## src/rtl/pipeline_pkg.sv

```systemverilog
// Shared definitions for the pipeline memory-port arbiter: state encoding,
// default bus widths and the grant-streak helper.
package pipeline_pkg;

    localparam int DEF_ADDR_W = 32;
    localparam int DEF_DATA_W = 32;
    localparam int STREAK_W   = 4;
    localparam int TIMER_W    = 8;

    typedef enum logic [1:0] {
        ARB_IDLE    = 2'd0,
        ARB_GRANT_I = 2'd1,
        ARB_GRANT_D = 2'd2,
        ARB_RESP    = 2'd3
    } arb_state_e;

    typedef logic [STREAK_W-1:0] streak_t;

    function automatic streak_t streak_inc(input streak_t cur, input streak_t max);
        return (cur >= max) ? max : cur + streak_t'(1);
    endfunction

endpackage

```

## src/rtl/mem_port_arbiter_if.sv

```systemverilog
// Requester and memory-side signals of the memory-port arbiter.
// slave = arbiter view, master = pipeline/memory environment view.
interface mem_port_arbiter_if #(
    parameter int ADDR_W = pipeline_pkg::DEF_ADDR_W,
    parameter int DATA_W = pipeline_pkg::DEF_DATA_W
);
    logic              if_req;
    logic [ADDR_W-1:0] if_addr;
    logic [DATA_W-1:0] if_rdata;
    logic              if_done;

    logic              dm_req;
    logic              dm_we;
    logic [ADDR_W-1:0] dm_addr;
    logic [DATA_W-1:0] dm_wdata;
    logic [DATA_W-1:0] dm_rdata;
    logic              dm_done;

    logic              mem_req;
    logic              mem_we;
    logic [ADDR_W-1:0] mem_addr;
    logic [DATA_W-1:0] mem_wdata;
    logic [DATA_W-1:0] mem_rdata;
    logic              mem_ack;

    logic              stall_f;
    logic              stall_m;
    logic              err;

    modport slave (
        input  if_req, if_addr, dm_req, dm_we, dm_addr, dm_wdata, mem_rdata, mem_ack,
        output if_rdata, if_done, dm_rdata, dm_done,
        output mem_req, mem_we, mem_addr, mem_wdata, stall_f, stall_m, err
    );

    modport master (
        output if_req, if_addr, dm_req, dm_we, dm_addr, dm_wdata, mem_rdata, mem_ack,
        input  if_rdata, if_done, dm_rdata, dm_done,
        input  mem_req, mem_we, mem_addr, mem_wdata, stall_f, stall_m, err
    );

endinterface

```

## src/rtl/arb_ack_timer.sv

```systemverilog
// Clearable 8-bit cycle counter; tc flags the last grant cycle before the
// ack-timeout limit is reached. LIMIT of 0 disables the terminal count.
module arb_ack_timer
    import pipeline_pkg::*;
#(
    parameter int LIMIT = 255
) (
    input  logic clk,
    input  logic rst,
    input  logic clr,
    input  logic en,
    output logic tc
);
    localparam logic [TIMER_W-1:0] TC_VAL = (LIMIT > 0) ? TIMER_W'(LIMIT - 1) : '0;

    logic [TIMER_W-1:0] count;

    // NOTE: asynchronous reset sits in the sensitivity list; sequential state uses <= only.
    always_ff @(posedge clk or negedge rst) begin
        if (!rst) begin
            count <= '0;
        end else if (clr) begin
            count <= '0;
        end else if (en && (count != '1)) begin
            count <= count + TIMER_W'(1);
        end
    end

    // Expiring on the LIMIT-th stalled cycle makes a timeout look like an ack at L = LIMIT-1.
    assign tc = (LIMIT > 0) && en && (count == TC_VAL);

endmodule

```

## src/rtl/mem_port_arbiter.sv

```systemverilog
// Shares one single-port memory between instruction fetch and data access.
// Data has priority; a grant-streak limit guarantees fetch forward progress.
module mem_port_arbiter
    import pipeline_pkg::*;
#(
    parameter int ADDR_W       = DEF_ADDR_W,
    parameter int DATA_W       = DEF_DATA_W,
    parameter int MAX_D_STREAK = 4,
    parameter int ACK_TIMEOUT  = 255
) (
    input  logic              clk,
    input  logic              rst,
    mem_port_arbiter_if.slave bus
);
    localparam streak_t STREAK_MAX = streak_t'(MAX_D_STREAK);

    arb_state_e        state;
    arb_state_e        state_next;
    streak_t           streak;
    logic              grant_i;
    logic              grant_d;
    logic              acked;
    logic              timed_out;
    logic              xfer_end;
    logic              in_grant;
    logic              timeout_tc;
    logic [ADDR_W-1:0] grant_addr;
    logic [DATA_W-1:0] xfer_rdata;

    assign in_grant = (state == ARB_GRANT_I) || (state == ARB_GRANT_D);
    assign xfer_end = acked || timed_out;

    // Held clear outside the grant states, so every grant starts from zero.
    arb_ack_timer #(
        .LIMIT (ACK_TIMEOUT)
    ) u_ack_timer (
        .clk   (clk),
        .rst   (rst),
        .clr   (!in_grant),
        .en    (in_grant),
        .tc    (timeout_tc)
    );

    always_ff @(posedge clk or negedge rst) begin
        if (!rst) begin
            state <= ARB_IDLE;
        end else begin
            state <= state_next;
        end
    end

    // NOTE: every output of this block gets a default first, so no path infers a latch.
    always_comb begin
        state_next = state;
        grant_i    = 1'b0;
        grant_d    = 1'b0;
        acked      = 1'b0;
        timed_out  = 1'b0;
        unique case (state)
            ARB_IDLE: begin
                if (bus.dm_req && !(bus.if_req && (streak == STREAK_MAX))) begin
                    grant_d    = 1'b1;
                    state_next = ARB_GRANT_D;
                end else if (bus.if_req) begin
                    grant_i    = 1'b1;
                    state_next = ARB_GRANT_I;
                end
            end
            ARB_GRANT_I, ARB_GRANT_D: begin
                // A real ack wins over a timeout landing in the same cycle.
                if (bus.mem_ack) begin
                    acked      = 1'b1;
                    state_next = ARB_RESP;
                end else if (timeout_tc) begin
                    timed_out  = 1'b1;
                    state_next = ARB_RESP;
                end
            end
            ARB_RESP: state_next = ARB_IDLE;
            default:  state_next = ARB_IDLE;
        endcase
    end

    assign grant_addr = grant_d ? bus.dm_addr : bus.if_addr;
    assign xfer_rdata = acked ? bus.mem_rdata : '0;

    always_ff @(posedge clk or negedge rst) begin
        if (!rst) begin
            streak        <= '0;
            bus.mem_req   <= 1'b0;
            bus.mem_we    <= 1'b0;
            bus.mem_addr  <= '0;
            bus.mem_wdata <= '0;
            bus.if_rdata  <= '0;
            bus.dm_rdata  <= '0;
            bus.if_done   <= 1'b0;
            bus.dm_done   <= 1'b0;
            bus.err       <= 1'b0;
        end else begin
            bus.if_done <= 1'b0;
            bus.dm_done <= 1'b0;

            if (grant_i || grant_d) begin
                bus.mem_req  <= 1'b1;
                bus.mem_we   <= grant_d && bus.dm_we;
                bus.mem_addr <= grant_addr;
            end
            if (grant_d) begin
                bus.mem_wdata <= bus.dm_wdata;
            end

            // Streak counts only data grants that made a waiting fetch wait longer.
            if (grant_i) begin
                streak <= '0;
            end else if (grant_d) begin
                streak <= bus.if_req ? streak_inc(streak, STREAK_MAX) : '0;
            end

            if (xfer_end) begin
                bus.mem_req <= 1'b0;
                bus.mem_we  <= 1'b0;
                if (state == ARB_GRANT_I) begin
                    bus.if_done  <= 1'b1;
                    bus.if_rdata <= xfer_rdata;
                end else begin
                    bus.dm_done <= 1'b1;
                    if (!bus.mem_we) begin
                        bus.dm_rdata <= xfer_rdata;
                    end
                end
            end

            if (timed_out) begin
                bus.err <= 1'b1;
            end
        end
    end

    assign bus.stall_f = bus.if_req && !bus.if_done;
    assign bus.stall_m = bus.dm_req && !bus.dm_done;

endmodule

```

## src/flat_wrapper.sv

```systemverilog
// flat-port wrapper written by rule: the top's interface ports become plain ports
module mem_port_arbiter_flat import pipeline_pkg::*;
#(
    parameter int ADDR_W       = DEF_ADDR_W,
    parameter int DATA_W       = DEF_DATA_W,
    parameter int MAX_D_STREAK = 4,
    parameter int ACK_TIMEOUT  = 255
)
  (clk, rst, bus_if_req, bus_if_addr, bus_dm_req, bus_dm_we, bus_dm_addr, bus_dm_wdata, bus_mem_rdata, bus_mem_ack, bus_if_rdata, bus_if_done, bus_dm_rdata, bus_dm_done, bus_mem_req, bus_mem_we, bus_mem_addr, bus_mem_wdata, bus_stall_f, bus_stall_m, bus_err);
  mem_port_arbiter_if #(.ADDR_W(ADDR_W), .DATA_W(DATA_W)) bus_i ();
  input  logic clk;
  input  logic rst;
  input wire logic [$bits(bus_i.if_req)-1:0] bus_if_req;
  input wire logic [$bits(bus_i.if_addr)-1:0] bus_if_addr;
  input wire logic [$bits(bus_i.dm_req)-1:0] bus_dm_req;
  input wire logic [$bits(bus_i.dm_we)-1:0] bus_dm_we;
  input wire logic [$bits(bus_i.dm_addr)-1:0] bus_dm_addr;
  input wire logic [$bits(bus_i.dm_wdata)-1:0] bus_dm_wdata;
  input wire logic [$bits(bus_i.mem_rdata)-1:0] bus_mem_rdata;
  input wire logic [$bits(bus_i.mem_ack)-1:0] bus_mem_ack;
  output wire logic [$bits(bus_i.if_rdata)-1:0] bus_if_rdata;
  output wire logic [$bits(bus_i.if_done)-1:0] bus_if_done;
  output wire logic [$bits(bus_i.dm_rdata)-1:0] bus_dm_rdata;
  output wire logic [$bits(bus_i.dm_done)-1:0] bus_dm_done;
  output wire logic [$bits(bus_i.mem_req)-1:0] bus_mem_req;
  output wire logic [$bits(bus_i.mem_we)-1:0] bus_mem_we;
  output wire logic [$bits(bus_i.mem_addr)-1:0] bus_mem_addr;
  output wire logic [$bits(bus_i.mem_wdata)-1:0] bus_mem_wdata;
  output wire logic [$bits(bus_i.stall_f)-1:0] bus_stall_f;
  output wire logic [$bits(bus_i.stall_m)-1:0] bus_stall_m;
  output wire logic [$bits(bus_i.err)-1:0] bus_err;
  assign bus_i.if_req = bus_if_req;
  assign bus_i.if_addr = bus_if_addr;
  assign bus_i.dm_req = bus_dm_req;
  assign bus_i.dm_we = bus_dm_we;
  assign bus_i.dm_addr = bus_dm_addr;
  assign bus_i.dm_wdata = bus_dm_wdata;
  assign bus_i.mem_rdata = bus_mem_rdata;
  assign bus_i.mem_ack = bus_mem_ack;
  assign bus_if_rdata = bus_i.if_rdata;
  assign bus_if_done = bus_i.if_done;
  assign bus_dm_rdata = bus_i.dm_rdata;
  assign bus_dm_done = bus_i.dm_done;
  assign bus_mem_req = bus_i.mem_req;
  assign bus_mem_we = bus_i.mem_we;
  assign bus_mem_addr = bus_i.mem_addr;
  assign bus_mem_wdata = bus_i.mem_wdata;
  assign bus_stall_f = bus_i.stall_f;
  assign bus_stall_m = bus_i.stall_m;
  assign bus_err = bus_i.err;
  mem_port_arbiter #(.ADDR_W(ADDR_W), .DATA_W(DATA_W), .MAX_D_STREAK(MAX_D_STREAK), .ACK_TIMEOUT(ACK_TIMEOUT)) u_core (.clk(clk), .rst(rst), .bus(bus_i));
endmodule
```

## config.mk

```make
export PLATFORM = sky130hd
export DESIGN_NAME = mem_port_arbiter_flat
export DESIGN_NICKNAME = d
export VERILOG_FILES = /design/src/rtl/pipeline_pkg.sv /design/src/rtl/mem_port_arbiter_if.sv /design/src/rtl/arb_ack_timer.sv /design/src/rtl/mem_port_arbiter.sv /design/src/flat_wrapper.sv
export SDC_FILE = /design/constraint.sdc
export NUM_CORES = 1
export LEC_CHECK = 0
export CAP_MARGIN = 0
export CORE_MARGIN = 10
export CORE_UTILIZATION = 45
export DETAILED_ROUTE_END_ITERATION = 12
export MAX_ROUTING_LAYER = met4
export PLACE_DENSITY = 0.95
export SLEW_MARGIN = 40
export SYNTH_ARGS = -nofsm -noshare
export SYNTH_HDL_FRONTEND = slang
export SYNTH_SLANG_ARGS = --single-unit
```

## constraint.sdc

```tcl
create_clock -name clk -period 4.4 [get_ports clk]
set_input_delay 0.44 -clock clk [delete_from_list [all_inputs] [get_ports clk]]
set_output_delay 0.44 -clock clk [all_outputs]
set_load 0.02 [all_outputs]
```

; Word-level counts from Yosys, hierarchy flattened
; Cells that the tools add are included.
[op_classes]
n_mul = 0
n_lt_le_gt_ge = 1
reduce_logical = 20
bitwise = 2
n_mux = 31
n_div = 0
shift = 0
eq_ne = 9
n_addsub = 2
[op_table]
columns = cell, count
row1 = two-way mux 32 bit, 2
row2 = two-way mux 1 bit, 18
row3 = two-way mux 4 bit, 4
row4 = two-way mux 8 bit, 2
row5 = adder 8 x 1 -> 8 bit (second input constant), 1
row6 = == test 8 bit (second input constant), 1
row7 = two-way mux 2 bit, 4
row8 = != test 8 bit (second input constant), 1
row9 = logical AND 1 bit, 7
row10 = != test 3 x 2 -> 1 bit (second input constant), 2
row11 = case mux 2 bit (3 select lines), 1
row12 = adder 4 x 1 -> 4 bit (second input constant), 1
row13 = == test 2 bit (second input constant), 2
row14 = == test 4 x 3 -> 1 bit (second input constant), 1
row15 = >= comparator 4 x 3 -> 1 bit (second input constant), 1
row16 = AND reduction 2 bit, 2
row17 = nonzero test 2 bit, 2
row18 = zero test 1 bit, 3
row19 = logical OR 1 bit, 3
row20 = AND reduction 3 bit, 1
row21 = == test 2 x 1 -> 1 bit (second input constant), 1
row22 = zero test 2 bit, 1
row23 = != test 2 x 1 -> 1 bit (second input constant), 1
row24 = NOT 1 bit, 2
row25 = OR reduction 2 bit, 1
[totals]
in_bits = 134
out_inout_bits = 135
regBits = 147
latch_bits = 0
mem_count = 0
mem_bits_rw = 0
romBits = 0

; Depth between registers and ports, before layout
[logic_depth]
ltp_word = 9
ltp_mapped = 8
ltp_nobuf = 6

; By module
; A second synthesis with hierarchy kept.
[hier_totals]
hier_cells = 536
hier_area_um2 = 6498.7
[modules_own_cells]
columns = mod, area_per_inst_um2, n_inst, cells_each
row1 = mem_port_arbiter, 5998.3, 1, 485
row2 = arb_ack_timer, 500.5, 1, 51

; Worst setup path before layout
; Ideal clock, no wire load.
[synth_timing]
kind = register to register
startpoint = reg u_core.state[0]
endpoint = reg u_core.state[1]
period_less_slack_ps = 1741
path_buffers = 1
required_time_ps = 4273
stages_incl_launch_ff = 7
setup_time_ps = 127
slack_ps = 2659
t_arrival_ps = 1613
cell_sequence = dfrtp_1 inv_1 ha_1 buf_2 inv_2 o31ai_1 mux2_1
[synth_via]
elab_chain_len = 5
[synth_rtl]
columns = element, line
row1 = from (decl), mem_port_arbiter.sv:17  ; arb_state_e state;
row2 = from (signal assigned), mem_port_arbiter.sv:48  ; state <= state_next;
row3 = == test 2 x 1 -> 1 bit or == test 2 bit (tied branches), "mem_port_arbiter.sv:30, mem_port_arbiter.sv:59"
row4 = logical OR 1 bit, mem_port_arbiter.sv:30  ; assign in_grant = (state == ARB_GRANT_I) || (state == ARB_GRANT_D);
row5 = logical AND 1 bit, arb_ack_timer.sv:30  ; assign tc = (LIMIT > 0) && en && (count == TC_VAL);
row6 = != test 3 x 2 -> 1 bit (no source line), --
row7 = AND reduction 2 bit (no source line), --
; Several ways; a longest one is shown, not always the timed one.
; A chain may end at the register's enable or synchronous reset.

; Worst setup path after layout
[layout_timing]
startpoint = in bus_dm_req
endpoint = out bus_stall_m
[layout_via]
elab_chain_len = 1
[layout_rtl]
columns = element, line
row1 = from (decl), flat_wrapper.sv:15  ; input wire logic [$bits(bus_i.dm_req)-1:0] bus_dm_req;
row2 = logical AND 1 bit, mem_port_arbiter.sv:140  ; assign bus.stall_m = bus.dm_req && !bus.dm_done;
row3 = to (decl), flat_wrapper.sv:30  ; output wire logic [$bits(bus_i.stall_m)-1:0] bus_stall_m;
; No other way between the ends.

==> qor.yml <==
final_layout:
  n_antenna_cell: 0
  fill_cells: 809
  final-instance-count-excl-fill: 930
  drive_above_1_share: 0.1029
  syn_to_final_growth_pct: 58.15
  final_nets: 886
logic_synthesis:
  syn_inst: 485
  async_reset_ff_frac: 1.000
  synth_area_um2: 5899
  ys_warn_count: 0
  syn_nets: 626
  ys_seq_area_frac: 0.6235
  synth-edff-count: 0
  synth_common_cells: "dfrtp_1 (147), nand2_1 (99), a22o_1 (65), nand2b_1 (33), o221a_2 (32)"
  synth_most_common_cell: "dfrtp_1"
  postSynthAreaPerCell_um2: 12.16
  synth_cell_types: 43
  synth_flop_cell: "dfrtp_1"
  synth_top_area_share: 0.6235
  synth.largest_area_cell: "dfrtp_1"
  yosys-top-cells-area: "dfrtp_1 (62%), a22o_1 (9.7%), nand2_1 (6.3%), o221a_2 (6.1%), nand2b_1 (3.5%)"
  ys_ff_latch: 147
setup_path:
  crit_path_end_kind: "output pin"
  cp-start-kind: "input port"
  crit_top_cell: "clkdlybuf4s50_1"
  crit_arrival_ns: 1.89
  critical_path_class: "in -> out"
  slowest_stage: "clkdlybuf4s50_1"
  worstPathMaxFanout: 8
  crit_family: "buffers and inverters"
  crit_chain: "clkdlybuf4s50_1, nor2b_1, clkdlybuf4s50_1"
  path_buf_inv: 2
  worst-endpoint-required_ns: 3.96
  cpPeakStageDelay_ns: 0.65
clock_tree:
  cts-resized-gates: 0
  hold_buffers: 1
  post-cts-setup-buffers: 0
  cts_sinks: 147
  htreeDepth: 4
  clk_latency_ns: 0.42
  ctsLongestPathBuffers: 2
  cts_tree: "built"
  numCtsBuffers: 17
  clk_pin_slew_ns: 0.06
  clockRootBuffer: "clkbuf_16"
routing:
  drt-met1-wl_um: 7741
  drt_drc_violations_left: 0
  top_layer_used: "met4"
  num_vias: 5078
  wl_met2_um: 10320
  routed_via_density: 5.460
  wl_met3_um: 2113
  first_iter_violations: 439
  routed_wl_um: 20750
  post_drt_wl_per_cell_um: 22.31
  dr.pass1.iters: 5
  ant_nets: 0
global_route:
  grt.total_usage: 0.2350
  grt_pass1_wl_um: 32360
  antenna_found_initial: 0
  gr-total-overflow: 0
  grt_pass1_vias: 5650
  grt_max_degree: 62
timing:
  max_freq_ghz: 0.4299
  setup_viol: 0
  clock_skew_ns: 0.007645
  tightest_slew_ns: 0.7589
  period_needed_ns: 2.326
  relSlewSlack: 0.4941
  post-route-period-util: 0.5287
  rsz0062_at_grt: "no"
  maxSlewViolCount: 0
  hold_violations: 0
  setup_tns_ns: 0
placement:
  dp_cells: 897
  gp_congestion: 0.8810
  dpl.hpwl_um: 15350
  portBuffers: 268
floorplanning:
  coreArea_um2: 12720
  initial_core_util: 0.4637
  die_h_um: 134.5
  io_pins: 269
  die_x_um: 134.5
  rows: 41
  die_area_um2: 18090
power:
  p_leak_nw: 4.125
  powerDensity_nw_per_um2: 800.0
  ir_drop_mv: 0.4603
min_path:
  hold_class: "reg -> reg"
run:
  drv_cap: 0
outcome:
  status: "complete, no violations"
[power breakdown]
group | switching [mW] | internal (mW) | total [mW]
clock | 0.555 | 1.01 | 1.56
sequential | 0.371 | 1.96 | 2.33
combinational | 1.84 | 1.73 | 3.57
total | 2.77 | 4.69 | 7.46
[worst register-to-register path, delay by kind of cell (launching register included)]
family,cells,cell delay (ns)
flops,1,0.39
buf+inv,1,0.11
fa+ha+maj,1,0.34
mux,1,0.24
simple gates,2,1.07
[metal layers]
layer / up-vias / global-route usage
met4: 0 / 0.08888
met1: 2508 / 0.2512
met2: 267 / 0.3874
li1: 2263 / -
met5: - / -
met3: 40 / 0.09236
[cell type report]
| type | instances | area, um2 | share of cell area |
|---|---|---|---|
| Sequential cell | 147 | 3679 | 0.3943 |
| Timing Repair Buffer | 274 | 2731 | 0.2927 |
| Multi-Input combinational cell | 296 | 2032 | 0.2178 |
| Clock buffer | 20 | 436.7 | 0.04680 |
| Tap cell | 172 | 215.2 | 0.02307 |
| Clock inverter | 12 | 202.7 | 0.02172 |
| Inverter | 9 | 33.78 | 0.003621 |
[layout by cell type (no fill, tap or decap), types with 2 or more instances in the layout]
master	count
clkdlybuf4s50_1	267
dfrtp_1	147
nand2_1	99
a22o_1	65
nand2b_1	33
o221a_2	32
clkbuf_16	17
inv_1	8
nor2_1	8
ha_1	7
o21ai_0	6
bufinv_16	5
buf_4	5
nand3_1	4
a31oi_1	4
nor2b_1	3
clkbuf_1	3
nand3_4	2
and2_1	2
and3_1	2
and3_2	2
nand3_2	2
a211oi_1	2
nor4b_1	2
a21oi_1	2
clkinv_4	2
clkinv_2	2
inv_6	2
[cells by family after synthesis]
kind of cell / count (synthesis) / share of synthesized area
flops: 147 / 0.6235
fa+ha+maj: 7 / 0.01485
buf+inv: 42 / 0.03605
xor+xnor: 2 / 0.002970
simple gates: 164 / 0.1323
mux: 3 / 0.005514
compound gates: 120 / 0.1847
[per-stage QoR]
stage | worst slack (ns) | total power, mW | hold slack (ns) | utilization | area, um2
after detailed placement | 1.825 | 5.902 | 0.3665 | 0.6823 | 8681
after floorplan | 2.659 | 4.186 | 0.1444 | - | 5899
final | 2.074 | 7.464 | 0.4651 | 0.7334 | 9330
after global placement | 1.542 | 5.733 | 0.3606 | 0.6812 | 8666
after CTS | 2.070 | 7.522 | 0.4718 | 0.7334 | 9330
after global routing | 2.019 | 7.843 | 0.4883 | 0.7334 | 9330
[flip-flops by register name, summed over array words and instances, names as in the netlist]
register and flops:
u_core.streak 4, u_core.bus.mem_req 1, u_core.u_ack_timer.count 8, u_core.bus.mem_addr 32, u_core.bus.dm_done 1, u_core.bus.mem_we 1, u_core.bus.mem_wdata 32, u_core.state 2
u_core.bus.err 1, u_core.bus.if_done 1, u_core.bus.if_rdata 32, u_core.bus.dm_rdata 32
[final timing paths]
| kind | startpoint | to | slack [ns] | depth (start not counted) |
|---|---|---|---|---|
| hold reg to reg | u_core.bus.err | u_core.bus.err | 0.47 | 1 |
| max in group asynchronous | rst | u_core.bus.mem_wdata[1] | 2.82 | 3 |
| setup / recovery | bus_dm_req | bus_stall_m | 2.07 | 3 |
| setup reg to reg | u_core.state[1] | u_core.streak[0] | 2.20 | 5 |
| min in group asynchronous | rst | u_core.bus.dm_rdata[22] | 0.49 | 2 |
| hold / removal | u_core.bus.err | u_core.bus.err | 0.47 | 1 |
No activity file was read; power rests on OpenSTA's default activity.
==> RTL change 1, RTL diff (same flow settings) <==
Change the package constant `STREAK_W` from 4 to 6.
--- a/src/rtl/pipeline_pkg.sv
+++ b/src/rtl/pipeline_pkg.sv
@@ -6,3 +6,3 @@
     localparam int DEF_DATA_W = 32;
-    localparam int STREAK_W   = 4;
+    localparam int STREAK_W   = 6;
     localparam int TIMER_W    = 8;
Check against the original RTL: no difference found for any inputs over 4 cycles, from zero or initial values and one cycle with rst low; that may be too few to reach the edited logic, so the function may still have changed.
==> RTL change 1 against the original RTL <==
- sequential cell count up 2
- setup slack worse by 0.35 ns
- total power up 2.6%
- cell count down 5.1%
- maximum frequency down 13%
- synthesized area up 4.1%
- worst hold slack better by 0.024 ns
- routed wire length down 3.8%
- cell area up 2.5%
- clock power down 8%
- register-to-register slack worse by 0.48 ns
==> RTL change 1: results (changes against the original RTL) <==
status complete, no violations; Worst Hold Depth 1 (unchanged); pin count of the biggest net entering global routing 111 (+79%); CP max FO 35 (+27); Residual DRC 0 (unchanged); Vias/cell 5.59 (+2.5%); ys async rst share 100% (unchanged); port bufs 268 (unchanged); worst hold path class flop to flop; Worst Hold Launch u_core.bus.mem_wdata[25]; GPL Wtd Cong 0.774 (-12%); crit path DAT 2.97 ns (+1.08 ns); yosys warns 0 (unchanged); worst vdd ir 0.401 mV (-13%); initial antenna violation count 0 (unchanged); Clock transition at path regs 0.06 ns (about the same); initial DRC count 353 (-20%); total CTS buffers 17 (unchanged); Avg WL per Cell 22.6 µm (+1.3%); post-CTS sizing 0 (unchanged); Clock Tree Root clkbuf_16; predominant post-synthesis flop cell dfrtp_1; DP HPWL 14400 µm (-6.1%); P_leak 4.28 nW (+3.8%); synth top area cells dfrtp_1 61%, a32o_1 10%, mux2_4 6.6%, a22o_1 4.6%, a21o_1 3.9%; Total GRT Usage 21.5% (-2.0 points); H-tree depth 4 (unchanged); Worst R2R Start u_core.state[0]; slew of the pin with the lowest slew margin 0.792 ns (+0.0327 ns); Inserted Diodes 0 (unchanged); hold endpoint u_core.bus.mem_wdata[25]; pre-CTS WS 1.68 ns (-0.149 ns); clk_lat worst skew 0.42 ns (about the same); switching part of the total power 37.6% (+0.53 points); Critical R2R Capture u_core.bus.dm_rdata[15]; vias in the first global route 5528 (-2.2%); Worst Skew 0.00972 ns (+0.00207 ns); count of different cell masters after synthesis 44 (+2.3%); share of cells above drive strength 1 10.6% (+0.32 points); Clock Path Buffers 2 (unchanged); # nets final 835 (-5.8%); top post-synthesis cells by count 149 x dfrtp_1, 64 x a32o_1, 32 x a21o_1, 32 x a22o_1, 27 x mux2_4; register area share after synthesis 60.7% (-1.6 points); Synthesized Nets 578 (-7.7%); First-pass DRT Iterations 5 (unchanged); global-route wire length before repair 30400 µm (-6.1%); Worst Reg-to-Reg Cells 6 (+1)
RTL change 1: logic make-up after synthesis:
group           Yosys count  share of synthesized area [%]
fa+ha+maj                 7                           1.43
mux                      34                           7.87
compound gates          150                           21.6
simple gates             46                           4.28
xor+xnor                  3                          0.428
flops                   149                           60.7
buf+inv                  48                           3.63
RTL change 1: timing repair:
action,in CTS,in global routing
endpoints found under the hold margin,0,49
hold buffers,0,1
buffers inserted,0,0
RTL change 1: area by class of cell:
class                           instances  area, µm²
Tap cell                              176        220
Clock inverter                         11        125
Fill cell                             880       3730
Inverter                               10       37.5
Sequential cell                       149       3730
Clock buffer                           21        460
Timing Repair Buffer                  276       2780
Multi-Input combinational cell        240       2210
RTL change 1: through the flow:
step | hold WS (ns) | area (µm²) | cells | total power, mW
after CTS | 0.113 | 9530 | 881 | 7.72
after global routing | 0.499 | 9570 | 883 | 8.04
after global placement | 0.469 | 8940 | 849 | 6.07
after floorplan | 0.144 | 6140 | 437 | 4.47
after detailed placement | 0.479 | 8940 | 849 | 6.25
final | 0.489 | 9570 | 883 | 7.66
RTL change 1: worst max-delay path, cell delays in order, from the launching register on:
cell	delay [ns]
dfrtp_1	0.40
ha_1	0.21
buf_4	0.26
nor2_2	0.15
buf_4	0.36
nand3_2	0.64
a32o_1	0.49
RTL change 1: how the worst max path moves through the flow:
stage / slack [ns] / startpoint / cells after the start / to
2_1_floorplan: 2.73 / u_core.state[1] / 7 / u_core.bus.mem_wdata[0]
3_3_place_gp: 1.71 / bus_dm_req / 5 / u_core.bus.mem_wdata[29]
3_5_place_dp: 1.68 / bus_dm_req / 5 / u_core.bus.mem_wdata[29]
4_1_cts: 1.75 / u_core.state[0] / 6 / u_core.bus.dm_rdata[4]
5_1_grt: 1.54 / u_core.state[1] / 7 / u_core.bus.dm_rdata[15]
6_report: 1.72 / u_core.state[0] / 6 / u_core.bus.dm_rdata[15]
RTL change 1: metal layers:
layer | vias to the layer above | global-route usage, % | routed length, µm | part of all wire [%]
li1 | 2198 | - | - | -
met2 | 210 | 37.6 | 10900 | 54
met4 | 0 | 8.67 | 569 | 2.9
met3 | 40 | 5.90 | 1370 | 6.9
met1 | 2492 | 22.6 | 7150 | 36
met5 | - | - | 0 | 0
RTL change 1: power groups by stage:
| stage | clock (mW) | sequential, mW | combinational (mW) |
|---|---|---|---|
| 2_1_floorplan | 0 | 3.03 | 1.44 |
| 5_1_grt | 1.51 | 2.43 | 4.09 |
| 4_1_cts | 1.45 | 2.36 | 3.90 |
| 3_3_place_gp | 0 | 2.32 | 3.74 |
| 3_5_place_dp | 0 | 2.37 | 3.88 |
| 6_report | 1.43 | 2.36 | 3.86 |
==> RTL change 2, RTL diff (same settings) <==
Without the edit above. Encoding of `arb_state_e`: now one-hot (4 bits for 4 states).
--- a/src/rtl/pipeline_pkg.sv
+++ b/src/rtl/pipeline_pkg.sv
@@ -9,7 +9,7 @@
 
-    typedef enum logic [1:0] {
-        ARB_IDLE    = 2'd0,
-        ARB_GRANT_I = 2'd1,
-        ARB_GRANT_D = 2'd2,
-        ARB_RESP    = 2'd3
+    typedef enum logic [3:0] {
+        ARB_IDLE    = 4'b0001,
+        ARB_GRANT_I = 4'b0010,
+        ARB_GRANT_D = 4'b0100,
+        ARB_RESP    = 4'b1000
     } arb_state_e;
Behaviour: same outputs for any inputs over 4 cycles, from zero or initial values and one cycle with rst low; so few cycles prove little.
==> RTL change 2 against the original RTL <==
- critical path depth unchanged
- cell area increased by 3.6%
- routed wire length decreased by 5.5%
- setup slack got worse by 0.070 ns
- critical endpoint unchanged
- sequential cell count increased by 2
- synthesized area increased by 4.4%
- count of clock-buffer cells in the layout increased by 5
- total power decreased by 7.5%
- register-to-register slack improved by 0.08 ns
- clock skew decreased by 0.0013 ns
==> RTL change 2: results (changes against the original RTL) <==
status complete, no violations; Tapcells 176 (+2.3%); Signal inverters 39 (+30); number of non-clock buffers 279 (+1.8%); filler instances 909 (+12%); share of cells above drive strength 1 10.3% (+0.024 points); pin count of the biggest net entering global routing 97 (+56%); top post-synthesis cells by count 148 x dfrtp_1, 58 x o21ai_0, 39 x inv_1; final core occ 72.4% (-0.91 points); Worst Reg-to-Reg Cells 7 (+2); Worst R2R Start u_core.streak[1]; buffer share of cell area 28.8% (-0.47 points); synthesized area per cell 11.9 µm² (-2.3%); First-pass DRT Iterations 4 (-1); total wire length 19600 µm (-5.5%); synth top area cells dfrtp_1 60%, mux2_2 6.0%, mux2i_1 5.4%, o21ai_0 4.7%, a22o_1 4.7%; count of different cell masters after synthesis 41 (-4.7%); worst vdd ir 0.410 mV (-11%); global routing usage on met1 23.5% (-1.6 points); compound-cell area share of the yosys netlist 12.2% (-6.2 points); WL met2 9880 µm (-4.2%); Synthesized Nets 656 (+4.8%); clock tree sinks 149 (+1.4%); Max Fclk 0.417 GHz (-2.9%); mux share of post-synthesis cell area 11.4% (+11 points); xor and xnor area share after synthesis 0.427% (+0.13 points); CP max stage delay 0.71 ns (+0.06 ns); final cell count without fillers 972 (+4.5%); Inserted Diodes 1 (+1); register area share after synthesis 60.6% (-1.8 points); multi-input gate share of total cell area 22.1% (+0.33 points); metal3 WL 1600 µm (-24%); GRT met2 Usage 35.1% (-3.6 points); GPL Wtd Cong 0.821 (-6.9%); initial antenna violation count 1 (+1); global-route wire length before repair 30100 µm (-6.9%); routed via count 5128 (+0.98%); DP HPWL 14400 µm (-6.4%); DP Area 9020 µm² (+3.9%); Total GRT Usage 21.1% (-2.4 points); Sequential Area 3730 µm² (+1.4%); pre-CTS WS 1.71 ns (-0.116 ns); vias in the first global route 5469 (-3.2%); Routed met1 length 7620 µm (-1.5%); register-to-register setup slack 2.28 ns (+0.08 ns); P_leak 4.27 nW (+3.4%); crit path DAT 1.96 ns (+0.07 ns); slew of the pin with the lowest slew margin 0.710 ns (-0.0489 ns); clock network area share 6.69% (-0.16 points)
## RTL change 2: logic make-up (layout without fill, tap and decap cells)
logic type	after synthesis	after routing
DFF	149	149
buffers and inverters	73	350
other	0	1
and+or+nand+nor	107	107
adders and majority gates	4	4
muxes	66	66
AOI/OAI and AO/OA	116	116
xor gates and xnor gates	3	3
## RTL change 2: where the power goes
part	internal [mW]	switching (mW)	total, mW
Sequential	1.94	0.330	2.27
Clock	1.03	0.539	1.57
Combinational	1.47	1.61	3.07
## RTL change 2: how the worst min path moves through the flow
stage,cells past startpoint,end,from,slack (ns)
3_3_place_gp,2,u_core.bus.err,u_core.bus.err,0.45
5_1_grt,1,u_core.bus.dm_rdata[13],rst,0.09
4_1_cts,1,u_core.bus.dm_rdata[12],rst,0.08
2_1_floorplan,0,u_core.bus.dm_done,rst,0.14
3_5_place_dp,2,u_core.bus.err,u_core.bus.err,0.46
6_report,1,u_core.bus.dm_rdata[13],rst,0.05
